==> src/rtl/genesis_audio_mix_if.sv <==
// Signal bundle between the audio sources and genesis_audio_mix.
//
// Ports (grouped signals):
//   fm_l, fm_r, fm_ce   signed FM stereo sample and its capture strobe
//   psg, psg_ce         signed PSG mono sample and its capture strobe
//   fm_vol, psg_vol     4-bit gains in eighths (0 = mute, 8 = unity)
//   clip_clr            clears the sticky clip flag
//   out_l, out_r        signed mixed stereo output
//   out_valid           one-cycle pulse when out_l/out_r update
//   clip                sticky saturation flag
//   fsm_state           debug view of the mixer sequencer state
//
// Handshake: there is no backpressure anywhere. fm_ce/psg_ce act as valid
// strobes with an implicit, always-high ready: a sample is taken in every
// cycle its strobe is 1, back to back if needed. out_valid is a valid-only
// pulse; the consumer must take out_l/out_r in the cycle it is high (the
// values also hold until the next update).
interface genesis_audio_mix_if;
  logic signed [15:0] fm_l;
  logic signed [15:0] fm_r;
  logic               fm_ce;
  logic signed [15:0] psg;
  logic               psg_ce;
  logic [3:0]         fm_vol;
  logic [3:0]         psg_vol;
  logic               clip_clr;
  logic signed [15:0] out_l;
  logic signed [15:0] out_r;
  logic               out_valid;
  logic               clip;
  logic [2:0]         fsm_state;

  // master: the side that supplies samples and consumes the mix.
  modport master (
    output fm_l, fm_r, fm_ce, psg, psg_ce, fm_vol, psg_vol, clip_clr,
    input  out_l, out_r, out_valid, clip, fsm_state
  );

  // slave: the mixer itself.
  modport slave (
    input  fm_l, fm_r, fm_ce, psg, psg_ce, fm_vol, psg_vol, clip_clr,
    output out_l, out_r, out_valid, clip, fsm_state
  );
endinterface

==> src/rtl/genesis_audio_mix.sv <==
// Genesis audio mixer: combines stereo FM and mono PSG into one stereo
// stream at clk/DIV (106528 Hz for a 53.69 MHz clock and DIV = 504).
// Each source is scaled by a 4-bit gain in eighths, the scaled sources are
// summed per channel, and the sum is saturated to 16 bits with a sticky
// clip flag. A single multiplier is shared by a six-state sequencer.
//
// Ports:
//   clk    system clock
//   reset  asynchronous active-low reset (release sampled synchronously)
//   bus    genesis_audio_mix_if.slave (samples, strobes, gains, mix out)
//
// Parameter:
//   DIV    clock cycles per output sample, 8..1023
module genesis_audio_mix #(
  parameter int DIV = 504
) (
  input  logic                  clk,
  input  logic                  reset,
  genesis_audio_mix_if.slave    bus
);

  typedef enum logic [2:0] {
    IDLE  = 3'd0,
    FM_L  = 3'd1,
    PSG_L = 3'd2,
    FM_R  = 3'd3,
    PSG_R = 3'd4,
    OUT   = 3'd5
  } state_t;

  localparam logic [9:0] CNT_LAST = 10'(DIV - 1);

  state_t state;

  // Sample-rate divider
  logic [9:0] count;
  logic       tick;

  // Hold registers (written by strobes) and working copies (frozen per sample)
  logic signed [15:0] hold_fm_l;
  logic signed [15:0] hold_fm_r;
  logic signed [15:0] hold_psg;
  logic signed [15:0] w_fm_l;
  logic signed [15:0] w_fm_r;
  logic signed [15:0] w_psg;
  logic [3:0]         vol_fm;
  logic [3:0]         vol_psg;

  // Shared multiplier path
  logic signed [15:0] mul_a;
  logic [3:0]         mul_v;
  logic signed [20:0] prod;
  logic signed [18:0] scaled;

  // Accumulators and saturation results ({flag, value})
  logic signed [18:0] acc_l;
  logic signed [18:0] acc_r;
  logic [16:0]        sat_l;
  logic [16:0]        sat_r;

  // Registered outputs
  logic signed [15:0] out_l_q;
  logic signed [15:0] out_r_q;
  logic               out_valid_q;
  logic               clip_q;

  function automatic logic [16:0] saturate(input logic signed [18:0] a);
    // Positive overflow: any of bits 17..15 set. Negative overflow: bits
    // 18..15 not all ones.
    if (!a[18] && (a[17:15] != 3'b000)) begin
      saturate = {1'b1, 16'h7fff};
    end else if (a[18] && (a[17:15] != 3'b111)) begin
      saturate = {1'b1, 16'h8000};
    end else begin
      saturate = {1'b0, a[15:0]};
    end
  endfunction

  // ---------------------------------------------------------------------
  // Divider: tick marks the last cycle of each sample period.
  // ---------------------------------------------------------------------
  assign tick = (count == CNT_LAST);

  always_ff @(posedge clk or negedge reset) begin
    if (!reset) begin
      count <= '0;
    end else if (tick) begin
      count <= '0;
    end else begin
      count <= count + 10'd1;
    end
  end

  // ---------------------------------------------------------------------
  // Capture. A strobe in the tick cycle lands here while the snapshot
  // below still reads the previous hold value, so the new sample waits
  // for the next period.
  // ---------------------------------------------------------------------
  always_ff @(posedge clk or negedge reset) begin
    if (!reset) begin
      hold_fm_l <= '0;
      hold_fm_r <= '0;
      hold_psg  <= '0;
    end else begin
      if (bus.fm_ce) begin
        hold_fm_l <= bus.fm_l;
        hold_fm_r <= bus.fm_r;
      end
      if (bus.psg_ce) begin
        hold_psg <= bus.psg;
      end
    end
  end

  // ---------------------------------------------------------------------
  // Multiplier operand select, keyed on the step being executed.
  // ---------------------------------------------------------------------
  always_comb begin
    mul_a = w_fm_l;
    mul_v = vol_fm;
    case (state)
      FM_L: begin
        mul_a = w_fm_l;
        mul_v = vol_fm;
      end
      PSG_L, PSG_R: begin
        mul_a = w_psg;
        mul_v = vol_psg;
      end
      FM_R: begin
        mul_a = w_fm_r;
        mul_v = vol_fm;
      end
      default: begin
        mul_a = w_fm_l;
        mul_v = vol_fm;
      end
    endcase
  end

  // Gain is zero-extended so it is always non-negative; the product is
  // formed at 21 bits, which holds -32768 * 15 exactly.
  assign prod   = $signed({{5{mul_a[15]}}, mul_a}) * $signed({17'd0, mul_v});
  // Arithmetic shift floors toward -inf; the result fits in 18 bits, so
  // narrowing to the 19-bit accumulator width loses nothing.
  assign scaled = 19'(prod >>> 3);

  assign sat_l = saturate(acc_l);
  assign sat_r = saturate(acc_r);

  // ---------------------------------------------------------------------
  // Sequencer: one step per cycle, IDLE -> FM_L -> PSG_L -> FM_R ->
  // PSG_R -> OUT -> IDLE. A sequence lasts 6 cycles, always shorter than
  // a sample period, so a tick only ever arrives in IDLE.
  // ---------------------------------------------------------------------
  always_ff @(posedge clk or negedge reset) begin
    if (!reset) begin
      state       <= IDLE;
      w_fm_l      <= '0;
      w_fm_r      <= '0;
      w_psg       <= '0;
      vol_fm      <= '0;
      vol_psg     <= '0;
      acc_l       <= '0;
      acc_r       <= '0;
      out_l_q     <= '0;
      out_r_q     <= '0;
      out_valid_q <= 1'b0;
      clip_q      <= 1'b0;
    end else begin
      out_valid_q <= 1'b0;

      case (state)
        IDLE: begin
          if (tick) begin
            w_fm_l  <= hold_fm_l;
            w_fm_r  <= hold_fm_r;
            w_psg   <= hold_psg;
            vol_fm  <= bus.fm_vol;
            vol_psg <= bus.psg_vol;
            state   <= FM_L;
          end
        end
        FM_L: begin
          acc_l <= scaled;
          state <= PSG_L;
        end
        PSG_L: begin
          acc_l <= acc_l + scaled;
          state <= FM_R;
        end
        FM_R: begin
          acc_r <= scaled;
          state <= PSG_R;
        end
        PSG_R: begin
          acc_r <= acc_r + scaled;
          state <= OUT;
        end
        OUT: begin
          out_l_q     <= sat_l[15:0];
          out_r_q     <= sat_r[15:0];
          out_valid_q <= 1'b1;
          state       <= IDLE;
        end
        default: begin
          state <= IDLE;
        end
      endcase

      // A saturation in OUT wins over a simultaneous clear.
      if ((state == OUT) && (sat_l[16] || sat_r[16])) begin
        clip_q <= 1'b1;
      end else if (bus.clip_clr) begin
        clip_q <= 1'b0;
      end
    end
  end

  assign bus.out_l     = out_l_q;
  assign bus.out_r     = out_r_q;
  assign bus.out_valid = out_valid_q;
  assign bus.clip      = clip_q;
  assign bus.fsm_state = state;

endmodule

==> src/flat_wrapper.sv <==
// flat-port wrapper written by rule: the top's interface ports become plain ports
module genesis_audio_mix_flat 
#(
  parameter int DIV = 504
)
  (clk, reset, bus_fm_l, bus_fm_r, bus_fm_ce, bus_psg, bus_psg_ce, bus_fm_vol, bus_psg_vol, bus_clip_clr, bus_out_l, bus_out_r, bus_out_valid, bus_clip, bus_fsm_state);
  genesis_audio_mix_if bus_i ();
  input  logic clk;
  input  logic reset;
  input wire logic [$bits(bus_i.fm_l)-1:0] bus_fm_l;
  input wire logic [$bits(bus_i.fm_r)-1:0] bus_fm_r;
  input wire logic [$bits(bus_i.fm_ce)-1:0] bus_fm_ce;
  input wire logic [$bits(bus_i.psg)-1:0] bus_psg;
  input wire logic [$bits(bus_i.psg_ce)-1:0] bus_psg_ce;
  input wire logic [$bits(bus_i.fm_vol)-1:0] bus_fm_vol;
  input wire logic [$bits(bus_i.psg_vol)-1:0] bus_psg_vol;
  input wire logic [$bits(bus_i.clip_clr)-1:0] bus_clip_clr;
  output wire logic [$bits(bus_i.out_l)-1:0] bus_out_l;
  output wire logic [$bits(bus_i.out_r)-1:0] bus_out_r;
  output wire logic [$bits(bus_i.out_valid)-1:0] bus_out_valid;
  output wire logic [$bits(bus_i.clip)-1:0] bus_clip;
  output wire logic [$bits(bus_i.fsm_state)-1:0] bus_fsm_state;
  assign bus_i.fm_l = bus_fm_l;
  assign bus_i.fm_r = bus_fm_r;
  assign bus_i.fm_ce = bus_fm_ce;
  assign bus_i.psg = bus_psg;
  assign bus_i.psg_ce = bus_psg_ce;
  assign bus_i.fm_vol = bus_fm_vol;
  assign bus_i.psg_vol = bus_psg_vol;
  assign bus_i.clip_clr = bus_clip_clr;
  assign bus_out_l = bus_i.out_l;
  assign bus_out_r = bus_i.out_r;
  assign bus_out_valid = bus_i.out_valid;
  assign bus_clip = bus_i.clip;
  assign bus_fsm_state = bus_i.fsm_state;
  genesis_audio_mix #(.DIV(DIV)) u_core (.clk(clk), .reset(reset), .bus(bus_i));
endmodule
==> config.mk <==
export PLATFORM = sky130hd
export DESIGN_NAME = genesis_audio_mix_flat
export DESIGN_NICKNAME = d
export VERILOG_FILES = /design/src/rtl/genesis_audio_mix_if.sv /design/src/rtl/genesis_audio_mix.sv /design/src/flat_wrapper.sv
export SDC_FILE = /design/constraint.sdc
export NUM_CORES = 1
export LEC_CHECK = 0
export BUFFER_PORTS_ARGS = -buffer_cell sky130_fd_sc_hd__buf_2
export CAP_MARGIN = 20
export CELL_PAD_IN_SITES_DETAIL_PLACEMENT = 0
export CELL_PAD_IN_SITES_GLOBAL_PLACEMENT = 1
export CORE_MARGIN = 8
export CORE_UTILIZATION = 51
export DETAILED_ROUTE_END_ITERATION = 12
export PLACE_DENSITY = 0.94
export SETUP_SLACK_MARGIN = 0.15
export SLEW_MARGIN = 25
export SYNTH_ARGS = -nofsm -noshare
export SYNTH_HDL_FRONTEND = slang
export SYNTH_SLANG_ARGS = --single-unit
export TNS_END_PERCENT = 30
==> constraint.sdc <==
create_clock -name clk -period 10.85 [get_ports clk]
set_clock_uncertainty 0.1 [all_clocks]
set_input_delay 1.085 -clock clk [delete_from_list [all_inputs] [get_ports clk]]
set_output_delay 1.085 -clock clk [all_outputs]
set_load 0.01 [all_outputs]
Word level (Yosys, flattened, before mapping)
Cells that the tools add are included.

cells by class
  $add $sub $neg = 3
  $mul = 1
  div/mod/pow operators = 0
  order comparisons = 0
  equal/unequal tests = 9
  shifts and indexed selects = 0
  mux-type cells = 14
  bitwise gates (word level) = 0
  reduce and logical (&&, ||, !) cells = 16

operators with widths
  cell                     number
  $pmux W19 S2             2
  $mux W17                 4
  $add A19 B18 Y19         2
  $pmux W16 S2             1
  $mul A16 B5 Y21          1
  $pmux W3 S5              1
  $add A10 B1 Y10 const B  1
  $eq A10 B9 Y1 const B    1
  $mux W10                 1
  $eq A3 B2 Y1 const B     2
  $eq A3 B3 Y1 const B     2
  $ne A3 B3 Y1 const B     2
  $reduce_bool A2 Y1       3
  $reduce_bool A3 Y1       2
  $logic_and A1 B1 Y1      5
  $mux W4                  1
  $eq A3 B1 Y1 const B     1
  $logic_not A3 Y1         1
  $mux W1                  3
  $mux W3                  1
  $logic_not A1 Y1         2
  $ne A2 B1 Y1 const B     1
  $reduce_and A2 Y1        1
  $reduce_or A2 Y1         1
  $logic_or A1 B1 Y1       1

word-level totals
  register bits = 189
  latch bits = 0
  RAM bits = 0
  memory bits (read-only) = 0
  bits of input ports = 61
  output and inout port bits = 37
  logic and storage cells = 59
  memories = 0

Logic depth before layout (Yosys ltp)
Gate-level depths: netlist of the first run.

  word-level depth = 7
  mapped depth = 34
  depth with buffers taken out = 31

Worst setup path after synthesis of the first run
Ideal clock, no wire load.

  path kind = reg2reg
  from = register u_core.state[1], in the netlist u_core.bus.fsm_state[1]
  to = register u_core.acc_r[18]
  setup time = 124 ps
  arrival = 6849 ps
  required time = 10626 ps
  slack = 3777 ps
  cell stages (with the launch flop) = 34
  path buffers = 3
  period minus slack after synthesis = 7073 ps
  cells stage by stage = dfrtp_1 -> buf_4 -> xnor2_4 -> nor2_8 -> mux2i_1 -> clkbuf_1 -> nor2_1 -> ha_1 -> inv_1 -> fa_1 -> fa_1 -> inv_1 -> ha_1 -> nor2b_1 -> o31a_1 -> o21ai_0 -> a21oi_1 -> o21ai_0 -> nand2b_1 -> a21o_1 -> a21oi_1 -> xnor2_1 -> ha_1 -> clkbuf_1 -> a41oi_1 -> o21ai_0 -> a31oi_1 -> o21ai_0 -> o41ai_1 -> o21ai_0 -> inv_1 -> xnor2_1 -> nor3_1 -> a211o_1

on the way
  cells in the longest elaborated chain, start to end = 6
  elaborated cells between the ends (all ways) = 10
  those cells by class = add/sub: 1; mul: 1; eq/ne: 3; mux: 3; reduce/logical: 2

ends and longest elaborated chain
  what                                          RTL line                                            RTL
  from (decl)                                   genesis_audio_mix.sv:33                             state_t state;
  from (signal assigned)                        genesis_audio_mix.sv:158                            state <= IDLE;
  from (signal assigned)                        genesis_audio_mix.sv:181                            state <= FM_L;
  from (signal assigned)                        genesis_audio_mix.sv:186                            state <= PSG_L;
  $eq A3 B2 Y1 or $eq A3 B3 Y1 (tied branches)  genesis_audio_mix.sv:121, genesis_audio_mix.sv:173
  $reduce_or A2 Y1                              genesis_audio_mix.sv:121                            case (state)
  $pmux W16 S2 or $mux W4 (tied branches)       genesis_audio_mix.sv:121
  $mul A16 B5 Y21                               genesis_audio_mix.sv:143                            assign prod = $signed({{5{mul_a[15]}}, mul_a}) * $signed({17'd0, mul_v});
  $add A19 B18 Y19                              genesis_audio_mix.sv:197                            acc_r <= acc_r + scaled;
  $pmux W19 S2                                  genesis_audio_mix.sv:173                            case (state)
  to (signal assigned)                          genesis_audio_mix.sv:193                            acc_r <= scaled;
  to (signal assigned)                          genesis_audio_mix.sv:197
  to (decl)                                     genesis_audio_mix.sv:57                             logic signed [18:0] acc_r;

Several ways; a longest one is shown, not always the timed one.
A chain may end at the register's enable or synchronous reset.

Worst setup path after layout of the first run
  from = register u_core.state[2], in the netlist u_core.bus.fsm_state[2]
  to = register u_core.acc_r[18]

The elaborated chain is that of the path after synthesis.

==> summary.md, run 1 <==
| Metric | Value |
|---|---|
| Outcome | complete, no violations |
| Top cell by count, worst path | o21ai_0 |
| TNS Setup | 0 ns |
| Placed Instances | 1603 |
| Type of the worst min-delay path | register to register |
| Reg area | approximately 4700 um^2 |
| Ys Warns | 0 |
| Combinational share of power | 0.037 |
| Path type of the worst setup path | register to register |
| Layout overhead on the synthesized area | 11.8% |
| Top-area cell type share of the netlist area | 0.397 |
| Root Driver | clkbuf_16 |
| WL/cell | 17.1 um |
| Share of cells above drive strength 1 | 0.195 |
| DR pass1 iterations | 5 |
| Post-CTS sizing | 0 |
| Post-route DRC | 0 |
| Largest net degree at the start of global routing | 110 |
| Starting Density | 0.514 |
| Vias in the first global route | 9085 |
| Path depth of the worst reg2reg path | 32 |
| Main synth FF type | dfrtp_1 |
| Inserted Diodes | 0 |
| Post-DRT Antenna Nets | 0 |
| DIE AREA | ~28000 um^2 |
| Minimum clock period | ~8.0 ns |
| Num Clock Sinks | 189 |
| Max stage delay on crit path | a little under 0.7 ns |
| Num ports | 98 |
| CTS tree | done |
| Finished Layout Cells | approximately 1.6k |
| Cell Pwr Density | between 100 and 150 nW/um^2 |
| Sequential fraction of the synthesis area | 0.397 |
| Dpl hpwl | 21100 um |
| Net Switching | approximately 350 uW |
| First-pass GRT wire length | roughly 46000 um |
| Avg Inst Size Synth | between 9 and 10 um^2 |
| Slowest CP cell | mux2i_2 |
| Synth Net Count | between 1k and 1.5k |
| Synth cell types | 60 |
| Clock share of power | 0.451 |
| Initial drt markers | between 500 and 600 |
| Synth area leader | dfrtp_1 |
| Least-Margin Pin Slew | between 0.9 and 1 ns |
| Mapped Area | 11900 um^2 |
| Max clock buf depth | 2 |
| GPL Wtd Cong | approximately 0.92 |
| Tot GR Track Use | 0.200 |
| IR drop worst, VDD | 101 uV |
| Clk_lat worst skew | 0.44 ns |
| Kind of end point of the critical path | register |
| CP max FO | 39 |
| Mapped Cells | approximately 1.2k |
| TritonCTS buffer count | 17 |
| Final hold violation count | 0 |
| Hold Buf Count CTS | 0 |
| Switching share of power | 0.246 |
| Max Cap Viol | 0 |
| Row count | 56 |
| Worst rel slew slack | 0.353 |
| Asr flop ratio synth | 1.00 |
| Multi-input logic area | roughly 6600 um^2 |
| Final setup violation count | 0 |
| P_int | 1.08 mW |
| Vias | between 8k and 9k |
| Clock transition at path regs | approximately 0.080 ns |
| Drt via density | approximately 5.5 |
| Worst setup slack after layout | 2.84 ns |
| PortBufs | 97 |
| H-tree depth | 4 |
| Final period util | 0.739 |
| P_leak | between 6 and 7 nW |
| Max Slew Vio Count | 0 |
| Final net count | approximately 1.5k |
| CP Data Required Time | about 11 ns |
| Initial antenna violation count | 0 |
| GR Overflow Total | 0 |
| Startpoint types | register |
| Leading cell types by total area after synthesis | dfrtp_1, mux2_2, ha_1 |
| Fin Hold WS | about 0.36 ns |
| Filler Cell Count | about 2.0k |
| Hold depth | 2 |
| Worst EP arrival | 8.24 ns |
| Setup Fix Bufs, Post-CTS | 0 |
| Seq pwr share | 0.512 |
| Die H | 169 um |
| DP Worst Slack | between 2 and 3 ns |
| Core ar. | approximately 23000 um^2 |
| Synth Register Bits | approximately 190 |
| Post-Route WL | between 20000 and 30000 um |
| FMAX | ~120 MHz |
| EDFF count, synth | 0 |
| Setup repair after global routing missed its margin | no |
| Die Wd | 169 um |
==> Yosys cell counts (3+ instances only) <==
cell	count
dfrtp_1	189
nor2_1	120
nand2_1	118
mux2_2	106
inv_1	97
o21ai_0	89
ha_1	79
a21oi_1	66
clkbuf_1	43
fa_1	35
xor2_1	30
xnor2_1	25
nor3_1	20
nand2b_1	19
nand3_1	18
o211ai_1	18
nor2b_1	17
or3_1	15
a21o_1	12
o21bai_1	11
a221o_1	8
a31oi_1	8
mux2i_1	6
a211oi_1	5
and3_1	5
o21a_1	5
o22ai_1	5
or2_2	5
buf_1	4
nand4_1	4
o32a_1	4
o41ai_1	4
o221ai_1	3
==> cell usage in the layout, fill, tap and decap left out, drive strengths merged, types with 5 or more instances in the layout <==
master / Yosys / layout
nand3: 18 / 18
buf: 7 / 106
mux2: 106 / 106
or2: 5 / 5
mux2i: 6 / 6
clkbuf: 43 / 18
a221o: 8 / 8
o21bai: 11 / 11
inv: 97 / 102
o211ai: 20 / 20
and3: 5 / 5
xor2: 30 / 30
nor2b: 17 / 17
clkinv: 1 / 10
fa: 35 / 35
a211oi: 5 / 5
a31oi: 8 / 8
or3: 15 / 15
o21a: 5 / 5
nand2b: 19 / 19
nor3: 20 / 20
a21o: 12 / 12
nor2: 121 / 121
dfrtp: 189 / 189
o22ai: 5 / 5
a21oi: 67 / 67
nand2: 118 / 118
xnor2: 26 / 26
ha: 79 / 79
o21ai: 90 / 90
==> flip-flops by register name, summed over array words and instances (netlist names) <==
register	flops
u_core.bus.out_r	16
u_core.count	10
u_core.bus.fsm_state	3
u_core.bus.clip	1
u_core.w_fm_l	16
u_core.w_psg	16
u_core.bus.out_valid	1
u_core.hold_fm_r	16
u_core.bus.out_l	16
u_core.vol_fm	4
u_core.hold_psg	16
u_core.vol_psg	4
u_core.acc_l	19
u_core.hold_fm_l	16
u_core.acc_r	19
u_core.w_fm_r	16
==> worst paths after layout <==
kind,startpoint,endpoint,slack (ns)
min reg2reg,u_core.bus.out_l[10],u_core.bus.out_l[10],0.36
max,u_core.bus.fsm_state[2],u_core.acc_r[18],2.84
min in group asynchronous,reset,u_core.bus.out_r[10],0.67
max in group asynchronous,reset,u_core.w_fm_l[5],8.76
min,u_core.bus.out_l[10],u_core.bus.out_l[10],0.36
max reg2reg,u_core.bus.fsm_state[2],u_core.acc_r[18],2.84
==> power groups by stage <==
stage / combinational (mW) / clock (mW) / sequential (mW)
6_report: 0.0539 / 0.648 / 0.736
5_1_grt: 0.0607 / 0.688 / 0.738
4_1_cts: 0.0554 / 0.663 / 0.736
3_5_place_dp: 0.0550 / 0 / 0.749
3_3_place_gp: 0.0530 / 0 / 0.748
2_1_floorplan: 0.0262 / 0 / 0.744
==> critical path, delay by kind of cell (launching register included) <==
kind                     cells  cell delay (ns)
AO/OA/AOI/OAI               13             2.80
adder cells (fa/ha/maj)      5             2.08
AND/OR/NAND/NOR              5             0.54
multiplexers                 1             0.69
flip-flops                   1             0.36
XOR/XNOR                     3             0.69
buffers and inverters        5             0.61
==> kinds of logic after synthesis <==
kind of cell    count (synthesis)  synth area share
simple gates                  349             0.131
compound gates                259             0.135
flops                         189             0.397
buf+inv                       148            0.0472
fa+ha+maj                     114             0.142
mux                           112             0.105
xor+xnor                       56            0.0428
==> per-stage QoR <==
| step | utilization | cell area, um^2 | total power [mW] |
|---|---|---|---|
| after CTS | 0.574 | 13300 | 1.45 |
| after floorplan | - | 11900 | 0.770 |
| final | 0.574 | 13300 | 1.44 |
| after detailed placement | 0.547 | 12700 | 0.804 |
| after global placement | 0.547 | 12700 | 0.801 |
| after global routing | 0.574 | 13300 | 1.49 |
==> final cells by class <==
type,count,share of cell area
Multi-Input combinational cell,890,0.497
Sequential cell,189,0.355
Timing Repair Buffer,107,0.0430
Clock buffer,17,0.0319
Tap cell,319,0.0300
Inverter,98,0.0276
Clock inverter,15,0.0149
==> per-layer routing <==
layer | GRT usage | up-vias | part of all wire
met1 | 0.255 | 4250 | 0.44
met4 | 0.0912 | 0 | 0.035
li1 | - | 4373 | -
met5 | 0 | - | 0
met2 | 0.331 | 255 | 0.47
met3 | 0.0335 | 58 | 0.054
(Power assumes the default switching activity.)
==> run 2, diff against run 1 <==
--- a/config.mk
+++ b/config.mk
@@ -5,14 +5,15 @@
 export SDC_FILE = /design/constraint.sdc
 export NUM_CORES = 1
 export LEC_CHECK = 0
+export ABC_AREA = 1
 export BUFFER_PORTS_ARGS = -buffer_cell sky130_fd_sc_hd__buf_2
 export CAP_MARGIN = 20
 export CELL_PAD_IN_SITES_DETAIL_PLACEMENT = 0
 export CELL_PAD_IN_SITES_GLOBAL_PLACEMENT = 1
 export CORE_MARGIN = 8
-export CORE_UTILIZATION = 51
+export CORE_UTILIZATION = 41
 export DETAILED_ROUTE_END_ITERATION = 12
-export PLACE_DENSITY = 0.94
+export PLACE_DENSITY = 0.85
 export SETUP_SLACK_MARGIN = 0.15
 export SLEW_MARGIN = 25
 export SYNTH_ARGS = -nofsm -noshare
==> constraint.sdc (replaced) <==
create_clock -name clk -period 7.2 [get_ports clk]
set_clock_uncertainty 0.1 [all_clocks]
set_input_delay 0.72 -clock clk [delete_from_list [all_inputs] [get_ports clk]]
set_output_delay 0.72 -clock clk [all_outputs]
set_load 0.01 [all_outputs]
==> summary.md, run 2 <==
| Metric | Value |
|---|---|
| Outcome | complete, no violations |
| Post-Route WL | between 20000 and 30000 um |
| PortBufs | between 90 and 100 |
| Share of cells above drive strength 1 | 0.125 |
| Max Slew Vio Count | 0 |
| First-pass GRT wire length | roughly 50000 um |
| Least-Margin Pin Slew | 0.924 ns |
| Most frequent cells in the layout | nand2_1, inv_1, dfrtp_1 |
| Num Clock Sinks | ~190 |
| Post-route DRC | 0 |
| Num ports | 98 |
| Synth cell count leaders | nand2_1, inv_1, dfrtp_1 |
| DR pass1 iterations | 5 |
| Row count | between 60 and 70 |
| Top-area cell type share of the netlist area | 0.390 |
| Compound-Gate Fraction of Synth Area | 0.139 |
| Asr flop ratio synth | 1.00 |
| Minimum clock period | around 6.5 ns |
| CP Data Required Time | about 7.4 ns |
| Cell Pwr Density | around 160 nW/um^2 |
| Simple-Gate Fraction of Synth Area | 0.231 |
| Largest net degree at the start of global routing | 110 |
| CP max FO | 21 |
| P_leak | ~7 nW |
| DIE AREA | approximately 35000 um^2 |
| Sequential fraction of the synthesis area | 0.390 |
| Final net count | between 1.5k and 2k |
| Clock transition at path regs | ~0.090 ns |
| Max Cap Viol | 0 |
| Leading cell types by total area after synthesis | dfrtp_1, nand2_1, ha_1 |
| Tot GR Track Use | 0.172 |
| Die Wd | 188 um |
| Avg Inst Size Synth | a little under 8 um^2 |
| Top cell by count, worst path | nand3_1 |
| Vias in the first global route | roughly 10k |
| FMAX | 154 MHz |
| Layout overhead on the synthesized area | 12.8% |
| Finished Layout Cells | 2032 |
| EDFF count, synth | 0 |
| Worst setup slack after layout | roughly 0.69 ns |
| Reg area | 4730 um^2 |
| WL/cell | 14.7 um |
| Main synth FF type | dfrtp_1 |
| Dpl hpwl | between 20000 and 25000 um |
| Core ar. | around 29000 um^2 |
| Mapped Area | about 12000 um^2 |
| Synth cell types | 49 |
| Synth area leader | dfrtp_1 |
| Max clock buf depth | 2 |
| Final period util | 0.904 |
| Post-DRT Antenna Nets | 0 |
| Mapped Cells | around 1.5k |
| Inserted Diodes | 0 |
| Startpoint types | register |
| Kind of end point of the critical path | register |
| Setup repair after global routing missed its margin | yes |
| DP Worst Slack | roughly 0.42 ns |
| IR drop worst, VDD | about 140 uV |
| Max stage delay on crit path | between 0.5 and 0.6 ns |
| Most frequent cell after synthesis | nand2_1 |
| Final hold violation count | 0 |
| Multi-input logic area | around 6500 um^2 |
| Multiplexer share of the synthesized area | 0.00371 |
| Root Driver | clkbuf_16 |
| Largest regs | u_core.acc_l x19, u_core.acc_r x19 |
| Adder-cell share of the synthesized area | 0.139 |
| Initial antenna violation count | 0 |
| Placed Instances | 2000 |
| Vias | 10.1k |
| CTS tree | done |
| GR Overflow Total | 0 |
| Clk_lat worst skew | roughly 0.45 ns |
| Synth Area in XOR/XNOR | 0.0193 |
| Slowest CP cell | fa_1 |
| Starting Density | 0.413 |
| Ys Warns | 0 |
| Worst rel slew slack | 0.380 |
| Largest family of logic cells by synthesized area | simple AND/OR/NAND/NOR gates |
| TritonCTS buffer count | 17 |
| Path type of the worst setup path | register to register |
| Synth Net Count | 1723 |
| Die H | 188 um |
| GPL Wtd Cong | approximately 0.92 |
| H-tree depth | 4 |
| Initial drt markers | 616 |
| TNS Setup | 0 ns |
| Final setup violation count | 0 |
| Hold Buf Count CTS | 0 |
| Drt via density | 4.98 |
| Type of the worst min-delay path | input port to async pin |
| Commonest non-fill, non-tap cell in the layout | nand2_1 |
| Worst EP arrival | slightly below 7 ns |
| Synth Register Bits | 189 |
| Filler Cell Count | ~2.9k |
==> run 2: cell count changes after synthesis, moves of 15 or more <==
cell,delta
nand2_1,+233
mux2_2,-102
inv_1,+97
o21ai_0,+97
nand3_1,+60
a21oi_1,+24
xor2_1,-21
or2_2,+20
nand2b_1,-19
nor2_1,+17
nor2b_1,-17
xnor2_1,-16
or3_1,-15
==> run 2: area by class of cell <==
| cell class | count | share of cell area |
|---|---|---|
| Sequential cell | 189 | 0.345 |
| Timing Repair Buffer | 111 | 0.0440 |
| Multi-Input combinational cell | 1111 | 0.473 |
| Inverter | 199 | 0.0545 |
| Tap cell | 390 | 0.0356 |
| Clock inverter | 15 | 0.0165 |
| Clock buffer | 17 | 0.0311 |
==> run 2: per-layer routing <==
layer  track usage  vias up  share of wire
met1         0.218     4677           0.46
met3        0.0295       50          0.047
met4        0.0664        0          0.030
met5             0        -              0
li1              -     5181              -
met2         0.289      217           0.47
==> run 2: stage by stage <==
step	power (mW)	util	hold slack, ns	area (um^2)
3_3_place_gp	1.20	0.443	0.356	13000
3_5_place_dp	1.20	0.443	0.354	13000
5_1_grt	2.29	0.466	0.341	13700
4_1_cts	2.24	0.466	0.308	13700
2_1_floorplan	1.15	-	0.324	12100
6_report	2.21	0.466	0.271	13700
==> run 2: worst max-delay path, delay by kind of cell (launching register included) <==
| kind | cells | cell delay (ns) |
|---|---|---|
| adder cells (fa/ha/maj) | 5 | 2.11 |
| AO/OA/AOI/OAI | 7 | 1.12 |
| AND/OR/NAND/NOR | 15 | 2.26 |
| buffers and inverters | 4 | 0.37 |
| flip-flops | 1 | 0.46 |
==> run 2: where the power goes <==
part           total [mW]  internal [mW]  leakage, nW  switching (mW)
clock                1.04          0.497        0.314           0.539
sequential           1.09           1.09         2.52         0.00678
combinational      0.0842         0.0255         4.18          0.0587
==> run 2: kinds of logic after synthesis <==
| family | count (synthesis) |
|---|---|
| simple gates | 650 |
| compound gates | 321 |
| buf+inv | 248 |
| flops | 189 |
| fa+ha+maj | 114 |
| xor+xnor | 22 |
| mux | 4 |
==> run 2: final timing paths <==
path / start / end / slack (ns) / depth (start not counted)
max in group asynchronous: reset / u_core.hold_fm_l[12] / 5.48 / 2
worst min register to register: u_core.bus.out_r[15] / u_core.bus.out_r[15] / 0.37 / 2
worst min-delay path: reset / u_core.bus.out_r[9] / 0.27 / 1
worst max-delay path: u_core.bus.fsm_state[0] / u_core.acc_l[18] / 0.69 / 31
min in group clk: bus_psg[15] / u_core.hold_psg[15] / 0.36 / 3
worst max register to register: u_core.bus.fsm_state[0] / u_core.acc_l[18] / 0.69 / 31
==> run 2: repair_timing <==
| item | in CTS | in global routing |
|---|---|---|
| endpoints found under the setup margin | 0 | 13 |
| endpoints found under the hold margin | 0 | 0 |
| buffers inserted | 0 | 0 |
| gates resized for setup | 0 | 10 |
==> run 3, diff against run 2 <==
--- a/config.mk
+++ b/config.mk
@@ -14,6 +14,7 @@
 export CORE_UTILIZATION = 41
 export DETAILED_ROUTE_END_ITERATION = 12
 export PLACE_DENSITY = 0.85
+export RECOVER_POWER = 100
 export SETUP_SLACK_MARGIN = 0.15
 export SLEW_MARGIN = 25
 export SYNTH_ARGS = -nofsm -noshare
==> summary.md, run 3 (same netlist as run 2, synthesis figures left out) <==
| Metric | Value |
|---|---|
| Post-DRT Antenna Nets | 0 |
| Max Slew Vio Count | approximately 280 |
| Die H | 188 um |
| GPL Wtd Cong | roughly 0.92 |
| Initial drt markers | around 620 |
| DIE AREA | 35400 um^2 |
| Starting Density | 0.413 |
| Worst EP arrival | just under 7 ns |
| Setup Fix Bufs, Post-CTS | 0 |
| GR Overflow Total | 0 |
| Max stage delay on crit path | 0.55 ns |
| H-tree depth | 4 |
| Drt via density | between 4 and 5 |
| P_leak | between 6 and 7 nW |
| PortBufs | 97 |
| First-pass GRT wire length | 50200 um |
| Final instance area | roughly 14000 um^2 |
| TritonCTS buffer count | 17 |
| Placed Instances | around 2k |
| Max Cap Viol | 3 |
| Post-CTS sizing | 0 |
| Kind of end point of the critical path | register |
| Worst rel slew slack | -2.59 |
| Outcome | complete, but fails checks |
| Dpl hpwl | ~23000 um |
| Root Driver | clkbuf_16 |
| FMAX | ~150 MHz |
| Max clock buf depth | 2 |
| Top cell by count, worst path | nand3_1 |
| Clock transition at path regs | 0.10 ns |
| Clk_lat worst skew | 0.45 ns |
| Cell Pwr Density | approximately 160 nW/um^2 |
| WL/cell | 14.7 um |
| Vias in the first global route | about 10k |
| Vias | ~10k |
| Filler Cell Count | slightly below 3k |
| Row count | 63 |
| Share of cells above drive strength 1 | 0.0968 |
| IR drop worst, VDD | between 100 and 150 uV |
| CP max FO | 21 |
| Most frequent cells in the layout | nand2_1, inv_1, dfrtp_1 |
| Die Wd | between 150 and 200 um |
| Final setup violation count | 0 |
| Tot GR Track Use | 0.172 |
| Least-Margin Pin Slew | 5.38 ns |
| Initial antenna violation count | 0 |
| DR pass1 iterations | 5 |
| Path type of the worst setup path | register to register |
| Setup repair after global routing missed its margin | yes |
| Core ar. | between 20000 and 30000 um^2 |
| Final net count | approximately 1.8k |
| Post-Route WL | 29900 um |
| Post-route DRC | 0 |
| Num Clock Sinks | roughly 190 |
| Failing checks | max-capacitance violations, max-slew violations |
| Final period util | 0.913 |
| Layout overhead on the synthesized area | 11.9% |
| Startpoint types | register |
| Minimum clock period | approximately 6.6 ns |
| Slowest CP cell | fa_1 |
| Finished Layout Cells | just over 2k |
| Hold Buf Count CTS | 0 |
| TNS Setup | 0 ns |
| CP Data Required Time | 7.44 ns |
| Num ports | 98 |
| Type of the worst min-delay path | input port to register |
| Largest net degree at the start of global routing | between 100 and 150 |
| Fin Hold WS | roughly 0.36 ns |
| DP Area | roughly 13000 um^2 |
| Largest regs | u_core.acc_l x19, u_core.acc_r x19 |
| Final hold violation count | 0 |
| Commonest non-fill, non-tap cell in the layout | nand2_1 |
| Inserted Diodes | 0 |
| CTS tree | done |
## run 3: cell types whose count changed in the layout (fill, tap and decap cells not counted), sizes merged
cell | before | now
buf | 110 | 68
clkbuf | 18 | 60
## run 3: report_power, final
part / total (mW) / switching [mW] / internal [mW]
Clock: 1.04 / 0.540 / 0.497
Sequential: 1.09 / 0.00677 / 1.09
Combinational: 0.0839 / 0.0587 / 0.0251
## run 3: through the flow
step,util,setup WS [ns],power (mW)
finish,0.462,0.623,2.21
global route,0.462,0.0606,2.29
CTS,0.466,0.402,2.24
detailed placement,0.443,0.419,1.20
global placement,0.443,0.618,1.20
floorplan,-,1.02,1.15
## run 3: layer usage
metal / track usage / up-vias / share of wire
met1: 0.218 / 4707 / 0.46
li1: - / 5170 / -
met3: 0.0295 / 48 / 0.044
met5: 0 / - / 0
met4: 0.0664 / 0 / 0.029
met2: 0.289 / 224 / 0.47
## run 3: critical path, delay by kind of cell, from the launching register on
kind / cells / cell delay (ns)
compound gates: 7 / 1.12
simple gates: 15 / 2.33
buf+inv: 4 / 0.37
fa+ha+maj: 5 / 2.11
flops: 1 / 0.45
## run 3: worst paths after layout
check,from,endpoint,slack (ns),depth (start not counted)
worst min-delay path,bus_psg[15],u_core.hold_psg[15],0.36,3
worst max-delay path,u_core.bus.fsm_state[0],u_core.acc_l[18],0.62,31
worst max register to register,u_core.bus.fsm_state[0],u_core.acc_l[18],0.62,31
max in group asynchronous,reset,u_core.hold_fm_l[14],1.35,2
worst min register to register,u_core.bus.out_l[15],u_core.bus.out_l[15],0.38,2
min in group asynchronous,reset,u_core.bus.out_r[9],2.15,1
## run 3: cell type report
type / count / area (um^2) / share of cell area
Tap cell: 390 / 488 / 0.0359
Inverter: 199 / 747 / 0.0550
Multi-Input combinational cell: 1111 / 6430 / 0.474
Clock buffer: 17 / 425 / 0.0313
Clock inverter: 15 / 226 / 0.0167
Sequential cell: 189 / 4730 / 0.348
Timing Repair Buffer: 111 / 533 / 0.0392
